--- config.mk ---
export PLATFORM = sky130hd
export DESIGN_NAME = ceespu_text_console
export DESIGN_NICKNAME = d
export VERILOG_FILES = /design/src/rtl/ceespu_console_pkg.sv /design/src/rtl/ceespu_console_cursor.sv /design/src/rtl/ceespu_text_console.sv
export SDC_FILE = /design/constraint.sdc
export NUM_CORES = 1
export LEC_CHECK = 0
export ABC_AREA = 0
export CORE_MARGIN = 4
export CORE_UTILIZATION = 55
export CTS_CLUSTER_DIAMETER = 50
export DETAILED_ROUTE_END_ITERATION = 8
export GPL_TIMING_DRIVEN = 0
export PLACE_DENSITY_LB_ADDON = 0.3
export SYNTH_ARGS = -nofsm -noshare
export SYNTH_HDL_FRONTEND = slang
export SYNTH_HIERARCHICAL = 1
export SYNTH_SLANG_ARGS = --single-unit
--- constraint.sdc ---
create_clock -name I_clk -period 3.8 [get_ports I_clk]
set_clock_uncertainty 0.15 [all_clocks]
set_input_delay 0.95 -clock I_clk [delete_from_list [all_inputs] [get_ports I_clk]]
set_output_delay 0.95 -clock I_clk [all_outputs]
set_load 0.05 [all_outputs]
--- src/rtl/ceespu_console_pkg.sv ---
// Shared types and constants for the ceespu text console.
// CLEAR_SCREEN exists only when CEESPU_CONSOLE_CLS_EN is defined.
package ceespu_console_pkg;

  typedef enum logic [1:0] {
    IDLE,
    WRITE,
    CLEAR_ROW
`ifdef CEESPU_CONSOLE_CLS_EN
    , CLEAR_SCREEN
`endif
  } console_state_t;

  localparam logic [7:0]  CHAR_CR    = 8'h0D;
  localparam logic [7:0]  CHAR_LF    = 8'h0A;
  localparam logic [7:0]  CHAR_BS    = 8'h08;
  localparam logic [7:0]  CHAR_FF    = 8'h0C;
  localparam logic [7:0]  CHAR_SPACE = 8'h20;
  localparam logic [31:0] BLANK_WORD = 32'h20202020;

  // Byte-lane strobe for a single byte write at the given address offset.
  function automatic logic [3:0] lane_strobe(input logic [1:0] byte_sel);
    return 4'b0001 << byte_sel;
  endfunction

endpackage

--- src/rtl/ceespu_console_cursor.sv ---
// Column/row cursor for the text console, including end-of-line wrap and
// bottom-of-screen wrap on a line advance.
import ceespu_console_pkg::*;

module ceespu_console_cursor #(
  parameter int unsigned COLS = 80,
  parameter int unsigned ROWS = 25
) (
  input  logic       clk,
  input  logic       rst_n,
  input  logic       step,
  input  logic       back,
  input  logic       cr,
  input  logic       lf,
  input  logic       home,
  output logic [6:0] col,
  output logic [4:0] row,
  output logic       wrap_c,
  output logic [4:0] next_row_c
);

  assign wrap_c     = (col == 7'(COLS - 1));
  assign next_row_c = (row == 5'(ROWS - 1)) ? 5'd0 : row + 5'd1;

  // Commands are mutually exclusive; the top issues at most one per cycle.
  always_ff @(posedge clk) begin
    if (!rst_n) begin
      col <= 7'd0;
      row <= 5'd0;
    end else if (home) begin
      col <= 7'd0;
      row <= 5'd0;
    end else if (step) begin
      if (wrap_c) begin
        col <= 7'd0;
        row <= next_row_c;
      end else begin
        col <= col + 7'd1;
      end
    end else if (back) begin
      col <= col - 7'd1;
    end else if (cr) begin
      col <= 7'd0;
    end else if (lf) begin
      row <= next_row_c;
    end
  end

endmodule

--- src/rtl/ceespu_text_console.sv ---
// Byte-stream text console writing characters into a memory-mapped text RAM.
// Define CEESPU_CONSOLE_CLS_EN to make 0x0C (FF) clear the whole screen.
import ceespu_console_pkg::*;

module ceespu_text_console #(
  parameter logic [15:0] BASE_ADDR = 16'hF800,
  parameter int unsigned COLS      = 80,
  parameter int unsigned ROWS      = 25
) (
  input  logic        I_clk,
  input  logic        I_rst_n,
  input  logic        I_char_valid,
  input  logic [7:0]  I_char,
  output logic        O_char_ready,
  output logic [3:0]  O_sys_write_enable,
  output logic [15:0] O_sys_address,
  output logic [31:0] O_sys_data,
  output logic [6:0]  O_cursor_col,
  output logic [4:0]  O_cursor_row
);

  localparam int unsigned CLR_W     = 16;
  localparam int unsigned ROW_WORDS = COLS / 4;
`ifdef CEESPU_CONSOLE_CLS_EN
  localparam int unsigned SCREEN_WORDS = ROWS * COLS / 4;
`endif

  console_state_t   state;
  logic             wr_bs;
  logic [CLR_W-1:0] clr_cnt;

  logic [6:0]  col;
  logic [4:0]  row;
  logic        wrap_c;
  logic [4:0]  next_row_c;
  logic        accept_c;
  logic        printable_c;
  logic        step_c;
  logic        back_c;
  logic        cr_c;
  logic        lf_c;
  logic        home_c;
  logic [15:0] cell_addr_c;
  logic [15:0] bs_addr_c;

  function automatic logic [15:0] row_base(input logic [4:0] r);
    return BASE_ADDR + 16'(r) * 16'(COLS);
  endfunction

  assign accept_c    = I_char_valid && O_char_ready;
  assign printable_c = (I_char >= CHAR_SPACE) && (I_char <= 8'h7E);
  assign cell_addr_c = row_base(row) + 16'(col);
  assign bs_addr_c   = cell_addr_c - 16'd1;

  assign step_c = (state == WRITE) && !wr_bs;
  assign back_c = (state == WRITE) && wr_bs;
  assign cr_c   = accept_c && (I_char == CHAR_CR);
  assign lf_c   = accept_c && (I_char == CHAR_LF);
`ifdef CEESPU_CONSOLE_CLS_EN
  assign home_c = (state == CLEAR_SCREEN) && (clr_cnt == CLR_W'(SCREEN_WORDS));
`else
  assign home_c = 1'b0;
`endif

  ceespu_console_cursor #(
    .COLS(COLS),
    .ROWS(ROWS)
  ) u_cursor (
    .clk        (I_clk),
    .rst_n      (I_rst_n),
    .step       (step_c),
    .back       (back_c),
    .cr         (cr_c),
    .lf         (lf_c),
    .home       (home_c),
    .col        (col),
    .row        (row),
    .wrap_c     (wrap_c),
    .next_row_c (next_row_c)
  );

  assign O_cursor_col = col;
  assign O_cursor_row = row;

  // Control FSM; every write is registered so it appears the cycle after its cause.
  always_ff @(posedge I_clk) begin
    if (!I_rst_n) begin
      state              <= IDLE;
      O_char_ready       <= 1'b0;
      O_sys_write_enable <= 4'b0000;
      O_sys_address      <= 16'h0000;
      O_sys_data         <= 32'h0000_0000;
      clr_cnt            <= '0;
      wr_bs              <= 1'b0;
    end else begin
      O_sys_write_enable <= 4'b0000;
      case (state)
        IDLE: begin
          O_char_ready <= 1'b1;
          if (accept_c) begin
            if (printable_c) begin
              state              <= WRITE;
              O_char_ready       <= 1'b0;
              wr_bs              <= 1'b0;
              O_sys_address      <= cell_addr_c;
              O_sys_data         <= {4{I_char}};
              O_sys_write_enable <= lane_strobe(cell_addr_c[1:0]);
            end else if ((I_char == CHAR_BS) && (col != 7'd0)) begin
              state              <= WRITE;
              O_char_ready       <= 1'b0;
              wr_bs              <= 1'b1;
              O_sys_address      <= bs_addr_c;
              O_sys_data         <= BLANK_WORD;
              O_sys_write_enable <= lane_strobe(bs_addr_c[1:0]);
            end else if (I_char == CHAR_LF) begin
              state              <= CLEAR_ROW;
              O_char_ready       <= 1'b0;
              O_sys_address      <= row_base(next_row_c);
              O_sys_data         <= BLANK_WORD;
              O_sys_write_enable <= 4'b1111;
              clr_cnt            <= CLR_W'(1);
            end
`ifdef CEESPU_CONSOLE_CLS_EN
            else if (I_char == CHAR_FF) begin
              state              <= CLEAR_SCREEN;
              O_char_ready       <= 1'b0;
              O_sys_address      <= BASE_ADDR;
              O_sys_data         <= BLANK_WORD;
              O_sys_write_enable <= 4'b1111;
              clr_cnt            <= CLR_W'(1);
            end
`endif
          end
        end

        WRITE: begin
          // A printable write in the last column wraps into a fresh, cleared line.
          if (!wr_bs && wrap_c) begin
            state              <= CLEAR_ROW;
            O_sys_address      <= row_base(next_row_c);
            O_sys_data         <= BLANK_WORD;
            O_sys_write_enable <= 4'b1111;
            clr_cnt            <= CLR_W'(1);
          end else begin
            state        <= IDLE;
            O_char_ready <= 1'b1;
          end
        end

        CLEAR_ROW: begin
          if (clr_cnt == CLR_W'(ROW_WORDS)) begin
            state        <= IDLE;
            O_char_ready <= 1'b1;
            clr_cnt      <= '0;
          end else begin
            O_sys_write_enable <= 4'b1111;
            O_sys_address      <= O_sys_address + 16'd4;
            clr_cnt            <= clr_cnt + CLR_W'(1);
          end
        end

`ifdef CEESPU_CONSOLE_CLS_EN
        CLEAR_SCREEN: begin
          if (clr_cnt == CLR_W'(SCREEN_WORDS)) begin
            state        <= IDLE;
            O_char_ready <= 1'b1;
            clr_cnt      <= '0;
          end else begin
            O_sys_write_enable <= 4'b1111;
            O_sys_address      <= O_sys_address + 16'd4;
            clr_cnt            <= clr_cnt + CLR_W'(1);
          end
        end
`endif

        default: begin
          state        <= IDLE;
          O_char_ready <= 1'b0;
        end
      endcase
    end
  end

endmodule
==> metrics, run 1 <==
outcome completed; first-pass GRT wire length between 20,000 and 25,000 microns; Fill cells 719; main combinational cell family by area after synthesis simple AND/OR/NAND/NOR gates; Synth Instances a little under 600; Ys Warns 6; post-layout net count between 700 and 800; Slowest-stage cell, CP or4_4; Net Sw Power 1.50 mW; critical path capture point type flip-flop; DR vias a little under 5,000; CP cell instances clkdlybuf4s50_1 -> or4_4 -> nor4b_4 -> buf_4 -> and2_1 -> buf_4 -> mux2_2 -> a221oi_1 -> o21ai_0 -> o211a_1; crit path time final about 3.6 ns; WL/cell ~17 microns; worst hold slack ~0.34 ns; Area contributors post-synth dfxtp_1 24%, ha_1 8.2%, buf_4 4.0%; Min-Delay Path Depth 2; Initial Util 0.565; GRT Util Overall 0.263; Num CTS Buffers 9; switch share 0.477; Worst-path clk slew 0.08 ns; Pint 1.64 mW; clk_lat worst skew 0.35 ns; Layout area overhead 22.5%; worst endpoint data arrival time about 3.7 ns; crit path kind input port to flip-flop; mean post-synth cell area roughly 8.3 sq um; initial antenna violation count 0; WP data required about 3.9 ns; CP Max Fanout 8; share of cells above drive strength 1 0.114; Die Area approximately 10,000 sq um; biggest area consumer among synthesized cells dfxtp_1; Hold Path End O_sys_address[1]; final setup fails 0; top-count cell post-synth dfxtp_1; Hold Fails Final Rpt 0; syn_nets roughly 640; clock power share 0.188; post-synthesis xor/xnor area fraction 0.0755; R2R Setup Slk approximately 0.22 ns; Startpoint Class input port; Die W around 100 microns; DR pass1 iterations 5; fin worst setup slack about 0.20 ns; max incr delay on CP ~0.58 ns; vias per cell a little over 6; Levels on crit path 10; Post-Synth Adder-Cell Area 0.0939; Setup WS pre-CTS -0.209 ns; Simple-Gate Fraction of Synth Area 0.249; Pwr Total around 3.1 mW; H-tree levels 3; FMAX around 280 MHz; sequential share of power 0.276; asr flop ratio synth 0; # port buffers 75; RR Startpoint u_cursor/row[0]; clock buffer depth 2; hold_sp O_sys_address[1]; DP Wirelength roughly 10,000 microns; Site Rows 34; Crit path max-delay family simple AND/OR/NAND/NOR gates; gpl congestion approximately 0.95; Pleak between 2 and 2.5 nW; VDD IR max between 0.4 and 0.5 mV; worst r2r path cells 15; synthesized flop and latch total 60; RSZ-0062 raised after global routing no; drt drc 0; max_slew headroom 0.531; number of max-cap violations 0; Synth Flop Type dfxtp_1; Worst path most repeated cell buf_4; area used by multi-input combinational logic around 3300 sq um; Register Area ~1200 sq um; Synth top area share 0.245; Clock Sinks 60; Buffers & Inverters on Critical Path 3; Hold Path Class flip-flop to flip-flop; most frequent cells after synthesis 60 x dfxtp_1, 52 x nor2_1, 38 x nand3_1; Detail Route Antenna Nets 0; mux share of post-synthesis cell area 0.0171; Diodes inserted 0; cell area after synthesis approximately 4900 sq um; EDFF count, synth 0; CTS root buf clkbuf_8; largest net degree at the start of global routing 13; max-slew violation count 0; number of global-route vias before repair 4,615; Tcrit/Tclk final 0.946; Vert. Die Dim between 100 and 150 microns; Compound-Gate Fraction of Synth Area 0.234; pwr dens around 520 nW/um^2; core region area just under 9000 sq um; GRT overflow 0; worst flop-to-flop path endpoint O_sys_address[15]; synth unique cells 85; sequential fraction of the synthesis area 0.245; WL final around 14,000 microns; I/O pins 76; CTS tree built; Initial DRC Count between 300 and 400; Comb power frac 0.536; Least-Margin Pin Slew 0.696 ns
[how the worst max path moves through the flow]
stage                    start  slack (ns)                 to
6_report             I_char[5]        0.20   O_sys_address[4]
2_1_floorplan  u_cursor/row[1]        0.17  O_sys_address[15]
3_5_place_dp         I_char[5]       -0.21  O_sys_address[14]
3_3_place_gp         I_char[5]       -0.14   O_sys_address[4]
5_1_grt        u_cursor/row[1]        0.05  O_sys_address[15]
4_1_cts        u_cursor/row[0]        0.01  O_sys_address[15]
[power by group through the flow]
stage               sequential [mW]  combinational (mW)  clock (mW)
floorplan                      1.18               0.860           0
global placement              0.869                1.63           0
detailed placement            0.877                1.65           0
CTS                           0.863                1.66       0.592
global route                  0.883                1.78       0.618
finish                        0.866                1.68       0.591
[final cells by class]
type,instances,share of cell area
buffer,52,0.0548
clock inverter,6,0.0106
inverter,23,0.0144
sequential,60,0.200
tap,108,0.0225
multi-input combinational,455,0.549
timing repair buffer,77,0.127
clock buffer,10,0.0212
[state kept, by name (all words and copies together) (netlist names)]
register            cells
u_cursor/col            7
state                   2
wr_bs                   1
O_char_ready            1
O_sys_address          16
O_sys_data              8
O_sys_write_enable      4
u_cursor/row            5
clr_cnt                16
[through the flow]
step	util	cells	instance area (sq um)	setup TNS, ns
finish	0.692	791	6010	0
CTS	0.690	790	5990	0
detailed placement	0.667	774	5790	-1.23
global route	0.692	791	6010	0
global placement	0.667	774	5790	-0.512
floorplan	-	591	4900	0
[tightest hold or removal path, cell delays in order, from the launching register on]
cell and delay, ns:
dfxtp_1 0.32, nand2_1 0.05, a21boi_0 0.08
[metal layers]
layer	routed length, microns	GRT usage	share of wire	vias up
li1	-	-	-	2335
met3	674	0.0355	0.049	24
met5	0	0	0	-
met1	6150	0.354	0.44	2309
met4	287	0.0938	0.021	0
met2	6720	0.431	0.49	165
[layout by cell type, fill, tap and decap left out, types with 20 or more instances in the layout]
cell / n
nand3_1: 38
clkdlybuf4s50_1: 75
nor2_1: 52
xnor2_1: 20
dfxtp_1: 58
inv_1: 23
nand2_1: 32
a21oi_1: 30
ha_1: 32
buf_4: 28
[cells by family (layout without fill, tap and decap cells)]
group           Yosys count  after routing
fa+ha+maj                35             35
buf+inv                  76            168
mux                       8              8
simple gates            218            218
xor+xnor                 39             39
other cells               1              1
flops                    60             60
compound gates          154            154
[repair_timing]
| item | 4_1_cts | 5_1_grt |
|---|---|---|
| resized for setup | 3 | 4 |
| pin swaps | 0 | 1 |
| endpoints found under the setup margin | 3 | 6 |
| buffers inserted | 0 | 2 |
| hold buffers | 0 | 0 |
(Power assumes the default switching activity.)
==> run 2, diff against run 1 <==
- CORE_ASPECT_RATIO: unset -> 1.75
==> metrics, run 2 (synthesis results as in run 1) <==
outcome completed; most frequent cells in the layout 75 x clkdlybuf4s50_1, 58 x dfxtp_1, 52 x nor2_1, 38 x nand3_1; WL final roughly 14,000 microns; CP cell instances clkdlybuf4s50_1 -> or4_4 -> nor4b_4 -> and2_1 -> buf_4 -> mux2_2 -> a221oi_1 -> o21ai_0 -> o211a_1; switch share 0.436; Tcrit/Tclk final 0.967; Vert. Die Dim 133 microns; WL/cell about 18 microns; Num CTS Buffers 9; Initial DRC Count ~320; Pleak 2.46 nW; first-pass GRT wire length about 23,000 microns; number of global-route vias before repair just under 5,000; max-slew violation count 0; number of max-cap violations 0; GRT Util Overall 0.278; post-layout net count about 730; Hold Path Class flip-flop to flip-flop; # port buffers 75; Hold Path End O_sys_address[1]; top flop regs O_sys_address (16), clr_cnt (16), O_sys_data (8); largest net degree at the start of global routing 13; Comb power frac 0.486; Buffers & Inverters on Critical Path 2; DR pass1 iterations 8; RR Startpoint u_cursor/row[0]; crit path time final 3.67 ns; Initial Util 0.566; GRT overflow 0; final setup fails 0; worst r2r path cells 15; worst endpoint data arrival time between 3 and 4 ns; Layout area overhead 25.6%; Worst-path clk slew approximately 0.050 ns; fin cells roughly 800; crit path kind input port to flip-flop; core region area ~8700 sq um; clk_lat worst skew approximately 0.34 ns; CTS root buf clkbuf_16; vias per cell ~6.1; R2R Setup Slk 0.19 ns; Detail Route Antenna Nets 0; Min-Delay Path Depth 2; FMAX around 270 MHz; Least-Margin Pin Slew around 0.66 ns; cts hold-fix bufs 0; most common cell after layout, fill and taps aside clkdlybuf4s50_1; gpl congestion a little over 1; hold_sp O_sys_address[1]; Net Sw Power about 1.5 mW; Die W about 79 microns; sequential share of power 0.252; Startpoint Class input port; VDD IR max roughly 0.44 mV; RSZ-0062 raised after global routing no; WP data required slightly below 4 ns; CP Max Fanout 8; CTS tree built; Diodes inserted 0; DP Wirelength 11,100 microns; pwr dens roughly 560 nW/um^2; clock buffer depth 2; DR vias just under 5,000; initial antenna violation count 0; share of cells above drive strength 1 0.113; clock power share 0.262; Slowest-stage cell, CP or4_4; placed cell count between 700 and 800; I/O pins 76; max_slew headroom 0.555; Die Area approximately 11,000 sq um; H-tree levels 3; worst flop-to-flop path endpoint O_sys_address[15]; drt drc 0; Crit path max-delay family simple AND/OR/NAND/NOR gates; max incr delay on CP about 0.58 ns; post-route core utilization 0.710; Site Rows 45; Clock Sinks 60; critical path capture point type flip-flop; Hold Fails Final Rpt 0; Pint a little under 2 mW
run 2: cell count changes in the layout (fill, tap and decap cells not counted), sizes merged:
cell      before  now
inv           24   23
clkinvlp       2    0
clkinv         2    1
clkbuf        25   28
bufinv         1    2
buf           39   40
run 2: worst min-delay path: stages, from the launching register on:
cell and delay [ns]:
dfxtp_1 0.30, nand2_1 0.05, a21boi_0 0.07
run 2: timing repair:
action                     in CTS  in global routing
setup buffers                   0                  3
resized for setup               4                  2
setup endpoints to repair       3                  6
pin swaps                       0                  1
run 2: worst max-delay path by stage:
stage	from	end	slack [ns]	depth (start not counted)
2_1_floorplan	u_cursor/row[1]	O_sys_address[15]	0.17	15
3_3_place_gp	I_char[5]	O_sys_address[4]	-0.19	9
3_5_place_dp	I_char[5]	O_sys_address[5]	-0.22	9
4_1_cts	I_char[5]	O_sys_address[5]	0.09	9
5_1_grt	u_cursor/row[1]	O_sys_address[15]	0.01	15
6_report	I_char[5]	O_sys_address[5]	0.13	9
run 2: area by class of cell:
type | count | area (sq um)
Multi-Input combinational cell | 455 | 3290
Fill cell | 733 | 2510
Sequential cell | 60 | 1200
Inverter | 23 | 86.3
Clock inverter | 3 | 68.8
Buffer | 52 | 329
Timing Repair Buffer | 78 | 773
Tap cell | 117 | 146
Clock buffer | 13 | 260
run 2: per-stage QoR:
| step | cell area, sq um | worst slack (ns) | TNS [ns] | hold slack (ns) | power (mW) |
|---|---|---|---|---|---|
| floorplan | 4900 | 0.172 | 0 | 0.325 | 2.04 |
| global placement | 5800 | -0.186 | -0.613 | 0.303 | 2.50 |
| detailed placement | 5800 | -0.221 | -1.14 | 0.310 | 2.54 |
| CTS | 6140 | 0.0882 | 0 | 0.317 | 3.45 |
| global route | 6160 | 0.0100 | 0 | 0.360 | 3.59 |
| finish | 6160 | 0.127 | 0 | 0.318 | 3.45 |
run 2: metal layers:
metal	share of wire	global-route usage	vias up
li1	-	-	2336
met1	0.38	0.300	2352
met2	0.54	0.507	174
met3	0.037	0.0361	44
met4	0.042	0.152	0
met5	0	0	-
run 2: power by group through the flow:
| stage | sequential [mW] | clock [mW] | combinational [mW] |
|---|---|---|---|
| CTS | 0.867 | 0.911 | 1.67 |
| detailed placement | 0.878 | 0 | 1.66 |
| global placement | 0.871 | 0 | 1.63 |
| finish | 0.871 | 0.903 | 1.68 |
| global route | 0.887 | 0.936 | 1.77 |
| floorplan | 1.18 | 0 | 0.860 |
